File: config.mk
export PLATFORM = sky130hd
export DESIGN_NAME = regfile_wb
export DESIGN_NICKNAME = d
export VERILOG_FILES = /design/src/rtl/regfile_wb_pkg.sv /design/src/rtl/regfile_wb_wb_sel.sv /design/src/rtl/regfile_wb.sv
export SDC_FILE = /design/constraint.sdc
export NUM_CORES = 2
export LEC_CHECK = 0
export CELL_PAD_IN_SITES_DETAIL_PLACEMENT = 1
export CELL_PAD_IN_SITES_GLOBAL_PLACEMENT = 2
export CORE_ASPECT_RATIO = 0.75
export CORE_MARGIN = 1
export CORE_UTILIZATION = 30
export DETAILED_ROUTE_END_ITERATION = 6
export PLACE_DENSITY_LB_ADDON = 0.1
export RECOVER_POWER = 50
export REMOVE_ABC_BUFFERS = 1
export SLEW_MARGIN = 25
export SYNTH_ARGS = -nofsm -noshare
export SYNTH_HDL_FRONTEND = slang
export SYNTH_SLANG_ARGS = --single-unit
File: constraint.sdc
create_clock -name clk -period 3.4 [get_ports clk]
set_clock_uncertainty 0.15 [all_clocks]
set_input_delay 0.68 -clock clk [delete_from_list [all_inputs] [get_ports clk]]
set_output_delay 0.68 -clock clk [all_outputs]
set_load 0.02 [all_outputs]
File: src/rtl/regfile_wb_pkg.sv
// Shared widths and constants for the writeback-end register file.
// Holds bus widths, register count, XZR address and the zero word.
package regfile_wb_pkg;

    localparam int DataBus    = 64;
    localparam int RegBus     = 64;
    localparam int RegAddrBus = 5;
    localparam int RegNum     = 31;

    localparam logic [RegAddrBus-1:0] XZRAddr  = 5'd31;
    localparam logic [RegBus-1:0]     ZeroWord = '0;
    localparam logic                  RstEnable = 1'b1;

    // X31 reads as zero and swallows writes.
    function automatic logic is_xzr(
        input logic [RegAddrBus-1:0] addr
    );
        return addr == XZRAddr;
    endfunction

endpackage

File: src/rtl/regfile_wb_wb_sel.sv
// MemtoReg writeback mux: picks load data or ALU result.
// Ports: memtoreg_i, ld_data_i, alu_data_i in; wdata_o out.
module wb_sel
    import regfile_wb_pkg::*;
(
    input  logic               memtoreg_i,
    input  logic [DataBus-1:0] ld_data_i,
    input  logic [DataBus-1:0] alu_data_i,
    output logic [DataBus-1:0] wdata_o
);

    assign wdata_o = memtoreg_i ? ld_data_i : alu_data_i;

endmodule

File: src/rtl/regfile_wb.sv
// X0-X30 register file with WB commit and two combinational read ports.
// Ports: clk, rst (sync, active-high); wb_rdata/wb_result/wb_waddr,
// wb_MemtoReg, wb_RegWrite in; re1/raddr1, re2/raddr2 in;
// rdata1, rdata2, wb_wdata out.
// Optional same-cycle write-to-read bypass: define REGFILE_BYPASS_EN.
module regfile_wb
    import regfile_wb_pkg::*;
(
    input  logic                  clk,
    input  logic                  rst,
    input  logic [DataBus-1:0]    wb_rdata,
    input  logic [DataBus-1:0]    wb_result,
    input  logic [RegAddrBus-1:0] wb_waddr,
    input  logic                  wb_MemtoReg,
    input  logic                  wb_RegWrite,
    input  logic                  re1,
    input  logic [RegAddrBus-1:0] raddr1,
    input  logic                  re2,
    input  logic [RegAddrBus-1:0] raddr2,
    output logic [RegBus-1:0]     rdata1,
    output logic [RegBus-1:0]     rdata2,
    output logic [DataBus-1:0]    wb_wdata
);

    logic [RegBus-1:0] regs_q [RegNum];
    logic              we_d;
    logic              hit1_d;
    logic              hit2_d;

    wb_sel u_wb_sel (
        .memtoreg_i (wb_MemtoReg),
        .ld_data_i  (wb_rdata),
        .alu_data_i (wb_result),
        .wdata_o    (wb_wdata)
    );

    assign we_d = wb_RegWrite && !is_xzr(wb_waddr);

    // Reset takes priority over a write in the same cycle.
    always_ff @(posedge clk) begin
        if (rst == RstEnable) begin
            for (int i = 0; i < RegNum; i++) begin
                regs_q[i] <= ZeroWord;
            end
        end else if (we_d) begin
            regs_q[wb_waddr] <= wb_wdata;
        end
    end

`ifdef REGFILE_BYPASS_EN
    assign hit1_d = wb_RegWrite && (wb_waddr == raddr1)
                    && !is_xzr(raddr1);
    assign hit2_d = wb_RegWrite && (wb_waddr == raddr2)
                    && !is_xzr(raddr2);
`else
    // In-flight write is invisible; hazard unit stalls instead.
    assign hit1_d = 1'b0;
    assign hit2_d = 1'b0;
`endif

    always_comb begin
        rdata1 = ZeroWord;
        if (rst != RstEnable && re1 && !is_xzr(raddr1)) begin
            rdata1 = hit1_d ? wb_wdata : regs_q[raddr1];
        end
    end

    always_comb begin
        rdata2 = ZeroWord;
        if (rst != RstEnable && re2 && !is_xzr(raddr2)) begin
            rdata2 = hit2_d ? wb_wdata : regs_q[raddr2];
        end
    end

endmodule

Word level (Yosys, flattened, before mapping) --
Memory sizes are Yosys's and may differ from the RTL's. Cells that the tools add are included.
Word-level totals: bits in writable memories 1984, bits in registers 0, input port bits 149, memories 1, word-level logic and storage cells 25
Memory list:
- regs_q | words 31, bits a word 64, rd ports 2, clocked after memory_dff 0, wr ports 31, RTL line regfile_wb.sv:25 | logic [RegBus-1:0] regs_q [RegNum];
Cells by class: multiplexer cells 11, eq/ne operators 3, reductions and logical operators 9, bitwise operators 1
Operator list (count):
- 2-to-1 mux 64 bit | 4
- OR reduction 64 bit | 1
- equality test 5 bit (second input constant) | 3
- 2-to-1 mux 1 bit | 6
- logical AND 1 bit | 5
- 2-to-1 mux 5 bit | 1
- zero test 1 bit | 3
- inverter 1 bit | 1

Depth between registers and ports, before layout --
depth after elaboration 8, gate-level depth with buffers 9, mapped depth without buffers 4

Hierarchy --
A second synthesis with hierarchy kept.
Unflattened totals: cell total of the unflattened synthesis 7033, area total of the unflattened synthesis 109199.7 um^2
Modules (own cells, without submodules):
- regfile_wb | instances 1, cells an instance 6962, sequential area each 61499.0 um^2, area an instance 108122.4 um^2
- wb_sel | instances 1, cells an instance 71, sequential area each 0.0 um^2, area an instance 1077.3 um^2

Least setup slack after synthesis --
No wires, ideal clock.
kind input to register, start in rst, end mem regs_q[0][0], enable pin, setup slack -160 ps, stages on the path 4, arrival 2977 ps, library setup time 433 ps, required time 2817 ps, cell sequence buf_2 nor4b_2 nand2_1 nand2b_1
RTL lines:
- start: declaration | RTL line regfile_wb.sv:10 | input logic rst,
- end: declaration | RTL line regfile_wb.sv:25

Worst setup path in the final report --
start in raddr1[0], end out rdata1[22]
Between the ends: longest elaborated chain between the ends 4, elaborated cells between the ends (all ways) 5, classes of those cells 1 x eq/ne; 1 x mux; 2 x reduce/logical; 1 x memory
RTL lines:
- start: declaration | RTL line regfile_wb.sv:17 | input logic [RegAddrBus-1:0] raddr1,
- branches (longest 3 deep; another with memory read (31 x 64 bit))
- 2-to-1 mux 64 bit * | RTL line regfile_wb.sv:63 | if (rst != RstEnable && re1 && !is_xzr(raddr1)) begin
- end: declaration | RTL line regfile_wb.sv:20 | output logic [RegBus-1:0] rdata1,
Every way passes the cells marked *.

==> impl_metrics.csv <==
group,metric,value,unit
run_status,status,"finished with violations",
run_status,failed_checks,"DRC, capacitance limit, slew limit, setup timing",
job,maxCapViolCount,3,
layout,drive_above_1_share,0.372,
routing,drt_wl_total,483000,µm
sta,fin_crit,3.85,ns
setup_path,critPathKind,"in -> out",
grt,grt_util_met3,0.0348,
synthesis,yosysTopAreaCell,"edfxtp_1",
routing,firstDrtPassIters,7,
floorplan,dieArea,349000,µm²
routing,via_per_inst,5.73,
synthesis,syn_avg_cell_area,14.3,µm²
synthesis,syn_area,104000,µm²
setup_path,worstPathArrival,3.02,ns
synthesis,synthFlopType,"edfxtp_1",
cts,cts.sinks,2048,
pwr,power_density,481,nW/µm²
synthesis,synth_area_leaders,"edfxtp_1, mux4_2, nor2_1",
synthesis,synth_common_cells,"edfxtp_1, nor2_1, mux4_2",
sta,fin_ws,-0.446,ns
placement,dpl.hpwl,302000,µm
synthesis,post-synth-top-count-cell,"edfxtp_1",
floorplan,dieWidth,682,µm
cts,clkTransAtPathRegs,0.06,ns
layout,max_flop_register,"regs_q",
synthesis,seq_area_frac_synth,0.592,
layout,largest_reg_flops,2048,
setup_path,startpoint_type,"primary input",
setup_path,crit_fanout,6,
pwr,p_leak,49.8,nW
grt,grt_antenna_before_repair,20,
placement,io_buffer_count,340,
sta,setup_violations,2635,
setup_path,cp-end-kind,"output pin",
sta,relSlewSlack,-0.257,
grt,grt_pass1_vias,78900,
worst_hold_path,hp-class,"in -> reg",
layout,top_regs,"regs_q (2048)",
synthesis,synth_top_area_frac,0.592,
synthesis,synth_edf_count,2048,
floorplan,num_rows,186,
layout,final_nets,8523,
cts,ctsRootBufferMaster,"clkbuf_16",
grt,grt_max_degree,65,
pwr,vdd_drop_max,0.434,mV
sta,worst-slew-pin-transition,1.89,ns
grt,use_met1,0.398,
floorplan,core_area,343000,µm²
worst_hold_path,hold_end,"regs_q[31][53]",
worst_hold_path,hold_depth,3,
setup_path,cp.required,2.57,ns
routing,drc,78,
grt,grt_pass1_wl,664000,µm
synthesis,ys_types,41,
pwr,p_total,67.2,mW
floorplan,die_y,512,µm
cts,cts_tree,"built",
sta,fmax,0.260,GHz
cts,clk_path_buf_depth,4,
synthesis,async_reset_ff_frac,0,
grt,grt_util_all_layers,0.273,
sta,slew_viol_final,100,
synthesis,postSynthCellCount,7263,
grt,met2_usage,0.426,
worst_hold_path,worstHoldStart,"wb_MemtoReg",
floorplan,initial_core_util,0.302,
placement,gp_congestion,0.811,
grt,grt-ovfl-total,0,
sta,grt_setup_unrepaired,"true",
sta,setup-tns-final,-280.03,ns
synthesis,yosys_register_bits,2048,
sta,fin_crit_sh,1.13,
routing,vias,75500,
synthesis,ys.warnings.count,0,
grt,grt_busiest_layer,"met2",
floorplan,ios,341,
routing,wl_per_cell,36.7,µm
sta,finalHoldViolations,0,
cts,cts_buffers,236,
cts,cts_max_level,4,
routing,first_iter_violations,8033,
layout,syn_to_final_growth,34.6,%
routing,antenna_left,0,
cts,hold_buffers,0,
==> report_power, final <==
part           internal, mW  switching (mW)  leakage (nW)
logic                  5.03            6.27          26.7
clock network          14.6            11.3          3.64
registers              29.2           0.769          19.5
total                  48.9            18.4          49.8
==> kinds of logic after synthesis <==
| group | Yosys count | synth area share |
|---|---|---|
| flops | 2048 | 0.592 |
| simple gates | 2075 | 0.0766 |
| compound gates | 895 | 0.0694 |
| mux | 1348 | 0.223 |
| buf+inv | 896 | 0.0393 |
| other cells | 1 | 0.0000361 |
==> worst max-delay path by stage <==
| stage | endpoint | startpoint | slack (ns) |
|---|---|---|---|
| 2_1_floorplan | rdata1[0] | raddr1[2] | -5.31 |
| 3_3_place_gp | rdata2[28] | raddr2[0] | -1.59 |
| 3_5_place_dp | rdata2[26] | raddr2[0] | -1.36 |
| 4_1_cts | rdata2[28] | regs_q[3][28] | -0.46 |
| 5_1_grt | rdata1[37] | raddr1[0] | -0.46 |
| 6_report | rdata1[22] | raddr1[0] | -0.45 |
==> timing repair <==
| item | CTS | global route |
|---|---|---|
| resized for setup | 1413 | 221 |
| pin swaps | 384 | 121 |
| endpoints found under the setup margin | 128 | 128 |
| cloned | 31 | 5 |
| buffers inserted | 271 | 111 |
==> cell type report <==
type                    instances  area [µm²]
fillers                     34200      204000
multi-input cells            4382       45000
repair buffers               1642       19900
clock inverters               138        1360
flip-flops and latches       2048       61500
well taps                    4606        5760
inverters                      64         240
diodes                          2        5.00
clock buffers                 289        6130
==> worst max-delay path: stages <==
cell and delay [ns]:
buf_16 0.11, buf_16 0.17, buf_16 0.18, buf_4 0.14, buf_12 0.12, buf_6 0.11, mux4_2 0.49, a22o_4 0.29
a2111oi_4 0.28, buf_4 0.18, a211oi_2 0.06, buf_6 0.15
==> layout by cell type, fill, tap and decap left out, types with 15 or more instances in the layout <==
cell type        count
bufinv_16           25
o22ai_4             17
a211oi_2            22
a22o_4              96
buf_8               45
mux2i_2             26
a211oi_4           104
inv_1               64
o221ai_2            27
clkdlybuf4s50_1    198
mux2i_4             49
nand2b_4            15
a2111oi_4          118
clkinv_2            37
buf_12             348
mux2i_1            505
buf_4              669
edfxtp_1          2048
conb_1              64
a22oi_2             54
a22o_1              31
buf_16              59
a21oi_2             35
a21oi_1             82
o22ai_2             50
clkbuf_4            15
clkinv_1            54
clkbuf_1            74
o22ai_1             61
a22oi_1             73
clkbuf_16          242
buf_6              259
nand2_1             21
nor2_1            1985
o221ai_1            91
mux4_2             767
==> through the flow <==
step	hold slack, ns	utilization	worst slack [ns]	area, µm²	cells
after floorplan	1.30	-	-5.31	100000	6494
after global placement	0.993	0.355	-1.59	122000	12400
after detailed placement	1.00	0.355	-1.36	122000	12400
after CTS	0.0556	0.405	-0.457	139000	13100
after global routing	0.185	0.407	-0.457	140000	13200
final	0.149	0.407	-0.446	140000	13200
==> routing by layer <==
layer  wire length, µm  vias to the layer above
met5                13                        -
met4             15100                        2
met3             31300                      615
met2            220000                     3024
met1            217000                    41600
li1                  -                    30300
(Power assumes the default switching activity.)
